`config.mk`:
```
export PLATFORM = sky130hd
export DESIGN_NAME = pwm_seq_ctl
export DESIGN_NICKNAME = d
export VERILOG_FILES = /design/src/rtl/pwm_seq_ctl.sv
export SDC_FILE = /design/constraint.sdc
export NUM_CORES = 1
export LEC_CHECK = 0
export ABC_CLOCK_PERIOD_IN_PS = 15950
export BUFFER_PORTS_ARGS = -buffer_cell sky130_fd_sc_hd__buf_2
export CORE_ASPECT_RATIO = 1.2
export CORE_MARGIN = 5
export CORE_UTILIZATION = 55
export CTS_BUF_LIST = sky130_fd_sc_hd__clkbuf_8
export CTS_CLUSTER_DIAMETER = 60
export DETAILED_ROUTE_END_ITERATION = 12
export PLACE_DENSITY = 0.76
export SLEW_MARGIN = 30
export SYNTH_ARGS = -nofsm -noshare
export SYNTH_HDL_FRONTEND = slang
export SYNTH_SLANG_ARGS = --single-unit
```
`constraint.sdc`:
```
create_clock -name iSYS_CLK -period 15.95 [get_ports iSYS_CLK]
set_input_delay 3.19 -clock iSYS_CLK [delete_from_list [all_inputs] [get_ports iSYS_CLK]]
set_output_delay 3.19 -clock iSYS_CLK [all_outputs]
set_load 0.05 [all_outputs]
```
`src/rtl/pwm_seq_ctl.sv`:
```
// Job sequencer for the point-wise modular multiplier: loads operand A into RAM, pairs it with
// streamed operand B, issues lane pairs to the multiplier and streams results out through a credited FIFO.
//
// state    | meaning
// ---------+-------------------------------------------------------------
// IDLE     | waiting for start; outputs quiet
// LOAD_A   | accepting operand A words into the coefficient RAM
// MUL      | accepting operand B words, reading A back, issuing to the multiplier
// DRAIN    | waiting for the remaining results to leave the output stream
`timescale 1ns/1ps
module pwm_seq_ctl #(
    parameter int PRM_DAXI        = 64,
    parameter int PRM_ADDR        = 11,
    parameter int PRM_WORDS       = 2048,
    parameter int PRM_MUL_LAT     = 6,
    parameter int PRM_OFIFO_DEPTH = 16
) (
    input  logic                iSYS_CLK,
    input  logic                iSYS_RST,
    input  logic                iCTL_START,
    input  logic [1:0]          iCTL_Q,
    output logic                oCTL_BUSY,
    output logic                oCTL_DONE,
    output logic                oCTL_ERR,
    input  logic                iS_AXIS_TVALID,
    output logic                oS_AXIS_TREADY,
    input  logic [PRM_DAXI-1:0] iS_AXIS_TDATA,
    input  logic                iS_AXIS_TLAST,
    output logic                oRAM_WE,
    output logic                oRAM_RE,
    output logic [PRM_ADDR-1:0] oRAM_ADDR,
    output logic [PRM_DAXI-1:0] oRAM_WDATA,
    input  logic [PRM_DAXI-1:0] iRAM_RDATA,
    output logic                oMUL_VALID,
    output logic [PRM_DAXI-1:0] oMUL_A,
    output logic [PRM_DAXI-1:0] oMUL_B,
    output logic [1:0]          oMUL_QSEL,
    input  logic                iMUL_VALID,
    input  logic [PRM_DAXI-1:0] iMUL_RES,
    output logic                oM_AXIS_TVALID,
    input  logic                iM_AXIS_TREADY,
    output logic [PRM_DAXI-1:0] oM_AXIS_TDATA,
    output logic                oM_AXIS_TLAST
);
    localparam int PW = $clog2(PRM_OFIFO_DEPTH);
    localparam int CW = PW + 1;
    localparam int NW = PRM_ADDR + 1;

    localparam logic [1:0] ST_IDLE   = 2'd0;
    localparam logic [1:0] ST_LOAD_A = 2'd1;
    localparam logic [1:0] ST_MUL    = 2'd2;
    localparam logic [1:0] ST_DRAIN  = 2'd3;

    localparam logic [NW-1:0] LAST_IDX  = NW'(PRM_WORDS - 1);
    localparam logic [NW-1:0] WORDS_CNT = NW'(PRM_WORDS);
    localparam logic [CW-1:0] CRED_MAX  = CW'(PRM_OFIFO_DEPTH);

    logic [1:0]          state;
    logic [NW-1:0]       wc;
    logic [NW-1:0]       oc;
    logic [CW-1:0]       credit;
    logic [PRM_DAXI-1:0] b_reg;
    logic                issue_pend;
    logic [1:0]          qsel;
    logic                err;

    logic [PRM_DAXI-1:0] fifo_mem [PRM_OFIFO_DEPTH];
    logic [PW-1:0]       wr_ptr;
    logic [PW-1:0]       rd_ptr;
    logic [CW-1:0]       fcount;

    logic s_ready, hs, hs_a, hs_b, start_ok, push, pop, f_valid, last_word, frame_bad, done;

    always_comb begin
        s_ready   = (state == ST_LOAD_A) || ((state == ST_MUL) && (credit != '0));
        hs        = iS_AXIS_TVALID && s_ready;
        hs_a      = hs && (state == ST_LOAD_A);
        hs_b      = hs && (state == ST_MUL);
        start_ok  = iCTL_START && (state == ST_IDLE);
        // Results are only meaningful inside a job; stragglers from an aborted job are dropped here.
        push      = iMUL_VALID && ((state == ST_MUL) || (state == ST_DRAIN));
        f_valid   = (fcount != '0);
        pop       = f_valid && iM_AXIS_TREADY;
        last_word = (wc == LAST_IDX);
        frame_bad = hs && (iS_AXIS_TLAST != last_word);
        done      = (state == ST_DRAIN) && (oc == WORDS_CNT);
    end

    always_ff @(posedge iSYS_CLK) begin
        if (!iSYS_RST) begin
            state      <= ST_IDLE;
            wc         <= '0;
            oc         <= '0;
            credit     <= CRED_MAX;
            b_reg      <= '0;
            issue_pend <= 1'b0;
            qsel       <= 2'b00;
            err        <= 1'b0;
            wr_ptr     <= '0;
            rd_ptr     <= '0;
            fcount     <= '0;
        end else begin
            case (state)
                ST_IDLE: begin
                    if (start_ok) begin
                        state <= ST_LOAD_A;
                        qsel  <= iCTL_Q;
                        wc    <= '0;
                    end
                end
                ST_LOAD_A: begin
                    if (hs_a) begin
                        if (last_word) begin
                            wc    <= '0;
                            state <= ST_MUL;
                        end else begin
                            wc <= wc + NW'(1);
                        end
                    end
                end
                ST_MUL: begin
                    if (hs_b) begin
                        wc <= wc + NW'(1);
                        if (last_word) state <= ST_DRAIN;
                    end
                end
                default: begin
                    if (done) state <= ST_IDLE;
                end
            endcase

            if (start_ok)       err <= 1'b0;
            else if (frame_bad) err <= 1'b1;

            if (start_ok) oc <= '0;
            else if (pop) oc <= oc + NW'(1);

            // Every issue reserves a FIFO slot, so an in-flight result always has somewhere to land.
            if (hs_b && !pop)      credit <= credit - CW'(1);
            else if (pop && !hs_b) credit <= credit + CW'(1);

            issue_pend <= hs_b;
            if (hs_b) b_reg <= iS_AXIS_TDATA;

            if (push) wr_ptr <= wr_ptr + PW'(1);
            if (pop)  rd_ptr <= rd_ptr + PW'(1);
            if (push && !pop)      fcount <= fcount + CW'(1);
            else if (pop && !push) fcount <= fcount - CW'(1);
        end
    end

    always_ff @(posedge iSYS_CLK) begin
        if (push) fifo_mem[wr_ptr] <= iMUL_RES;
    end

    always_comb begin
        oCTL_BUSY      = (state != ST_IDLE);
        oCTL_DONE      = done;
        oCTL_ERR       = err;
        oS_AXIS_TREADY = s_ready;
        oRAM_WE        = hs_a;
        oRAM_RE        = hs_b;
        oRAM_ADDR      = hs ? wc[PRM_ADDR-1:0] : '0;
        oRAM_WDATA     = hs_a ? iS_AXIS_TDATA : '0;
        oMUL_VALID     = issue_pend;
        oMUL_A         = issue_pend ? iRAM_RDATA : '0;
        oMUL_B         = issue_pend ? b_reg : '0;
        oMUL_QSEL      = qsel;
        oM_AXIS_TVALID = f_valid;
        oM_AXIS_TDATA  = f_valid ? fifo_mem[rd_ptr] : '0;
        oM_AXIS_TLAST  = f_valid && (oc == LAST_IDX);
    end
endmodule

```
==> metrics.yaml <==
clock_network:
  cts_hold_buf: 0
  postCtsSetupRepairBufs: 0
  cts.reportedPaths.clkPinSlew_ps: 60
  post_cts.resized_instances: 0
  clock_tree.htree_level_count: 4
  clock_insertion_delay_worst_skew_ps: 800
  clock_tree_from_tritoncts: "done"
  sinks_on_the_clock_net: 1140
  clock_tree.root_cell: "clkbuf_8"
  cts-buffers-inserted: 170
  ctsLongestPathBuffers: 3
power_and_ir_drop:
  peakVddDrop_v: 0.000157
  total_power_uw: 7550
  pwrdens_mw_per_mm2: 145
  power_leakage_uw: 0.0180
worst_setup_path:
  startpoint_type: "flip-flop"
  critical_path_arrival_ps: 5130
  crit-reg2reg-launch: "state[1]"
  critical_path_peak_fanout: 48
  crit_chain: "buf_4, buf_6, buf_6, mux4_2, mux4_2, and2_1, buf_2"
  max_stage_delay_ps: 780
  critPathRequiredTime_ps: 12760
  critPathKind: "flip-flop to output port"
  cpMaxStageDelayCell: "buf_4"
  setup.worst_path.end_class: "output port"
timing:
  max_freq_ghz: 0.120
  timing.final.setup_violations: 0
  rsz0062_at_grt: "false"
  max_slew_headroom_pct: 36.2
  setup_tns_ps: 0
  hold_viol_final: 0
  final.period_utilization_pct: 52.2
  worst_slew_pin_slew_ps: 957
  min_period_ps: 8320
  final_max_slew_viol_count: 0
  timing.hold.ws_ps: 450
  clock_skew_ps: 27.5
synth:
  netlist.top_cell.by_area: "edfxtp_1"
  synth.cell_area_sq_mm: 0.0454
  post-synth-top-area-fraction_pct: 67.7
  synth_enable_flop_cells: 1024
  most_repeated_cell_in_the_gate_level_netlist_after_synthesis: "edfxtp_1"
  synthesis.yosys.warnings: 0
  yosys.cell_types.count: 48
  synth_area_per_cell_sq_um: 19.3
  post_synth_most_frequent_cells: "edfxtp_1 (1024), mux4_2 (306), and2_1 (199)"
  seq_area_frac_synth_pct: 72.9
  ys_ff_latch: 1140
  post_synth_inst_count: 2348
  synthArstFlopShare_pct: 0
  synth.area.top_cells: "edfxtp_1 (68%), mux4_2 (15%), dfxtp_1 (5.1%)"
  synthesis.nets: 2571
  postSynth.topFlopCell: "edfxtp_1"
routing:
  total_number_of_vias: 24700
  antenna_violating_nets_remaining: 0
  viasPerCell: 6.02
  detail_route.drc_violations: 0
  totalWireLength_mm: 116
  detail_route.wl_per_cell_microns: 28.2
  drt_pass1_iterations: 5
  dr.first_iter.drc_count: 2287
placement:
  dp_hpwl_mm: 67.9
  portBuffers: 478
  gp_congestion: 0.940
worst_hold_path:
  hp-start: "b_reg[20]"
  hold_wc_path_type: "flip-flop to flip-flop"
global_route:
  first_global_vias: 25800
  wire_length_of_the_first_global_routing_pass_mm: 169
  grt_util_all_layers_pct: 26.1
  grt_max_degree: 130
  antenna_found_initial: 30
  grt_remaining_overflow: 0
die:
  core_area_sq_mm: 0.0819
  design.die.area_sq_mm: 0.0884
  die-width_microns: 272
  die_h_microns: 325
  start_util_pct: 55.4
  io_pins: 479
  row_count: 115
layout:
  finalNetCount: 3127
  syn2layout_area_growth_pct: 14.7
  largest_register_ffs: 1024
  end_of_flow_core_utilization_pct: 63.6
  layout-drive-gt1-share_pct: 35.3
run_status:
  outcome: "finished clean"
job:
  drv.max_cap_violation_count: 0
-- power breakdown --
group / switching [uW] / internal (uW)
clock: 1080 / 1070
sequential: 54.0 / 3310
combinational: 1310 / 716
total: 2450 / 5100
-- stage by stage --
step,std cells,setup slack (ps),instance area (sq um)
after global routing,4094,7100,52000
after global placement,3781,7720,48800
after floorplan,2348,7290,45400
after detailed placement,3784,7760,48900
final,4104,7630,52000
after CTS,4087,6840,51900
-- kinds of logic (layout without fill, tap and decap cells) --
logic type | Yosys count | after routing | share of synthesized area (%)
flip-flops | 1140 | 1140 | 72.9
AND/OR/NAND/NOR | 554 | 554 | 6.46
adder cells (fa/ha/maj) | 22 | 22 | 0.623
other | 0 | 16 | 0
XOR/XNOR | 27 | 27 | 0.521
buffers and inverters | 161 | 848 | 1.87
AO/OA/AOI/OAI | 119 | 119 | 1.55
multiplexers | 325 | 325 | 16.1
-- cells in the final DEF, fill, tap and decap left out, drive strengths merged, types with 47 or more instances in the layout --
cell type	count
edfxtp	1024
buf	528
mux4	320
and2	199
clkbuf	172
nand2	158
dfxtp	116
inv	92
and3	79
a21oi	70
nor2	50
clkinv	47
-- critical path: cells and delay by family (launching register included) --
family        cells  cell delay (ps)
mux               2             1050
simple gates      1              200
flops             1              720
buf+inv           4             2210
-- per-layer routing --
layer | GRT usage, % | share of wire [%]
met3 | 6.24 | 7.7
met5 | 0 | 0.070
met2 | 44.0 | 51
met4 | 13.1 | 5.5
met1 | 31.7 | 36
-- path summary, 6_finish.rpt --
| path | end | slack (ps) | cells past startpoint |
|---|---|---|---|
| worst min register to register | b_reg[20] | 450 | 2 |
| worst max register to register | credit[4] | 11340 | 16 |
| worst min-delay path | b_reg[20] | 450 | 2 |
| worst max-delay path | oM_AXIS_TDATA[15] | 7630 | 7 |
-- final cells by class --
cell class,instances,area [sq um]
antenna,16,40.0
clock buffer,172,2370
clock inverter,131,694
fill,5555,29800
inverter,17,63.8
multi-input combinational,1047,11600
sequential,1140,33100
tap,1053,1320
timing repair buffer,528,2870
No activity file was read; power rests on OpenSTA's default activity.
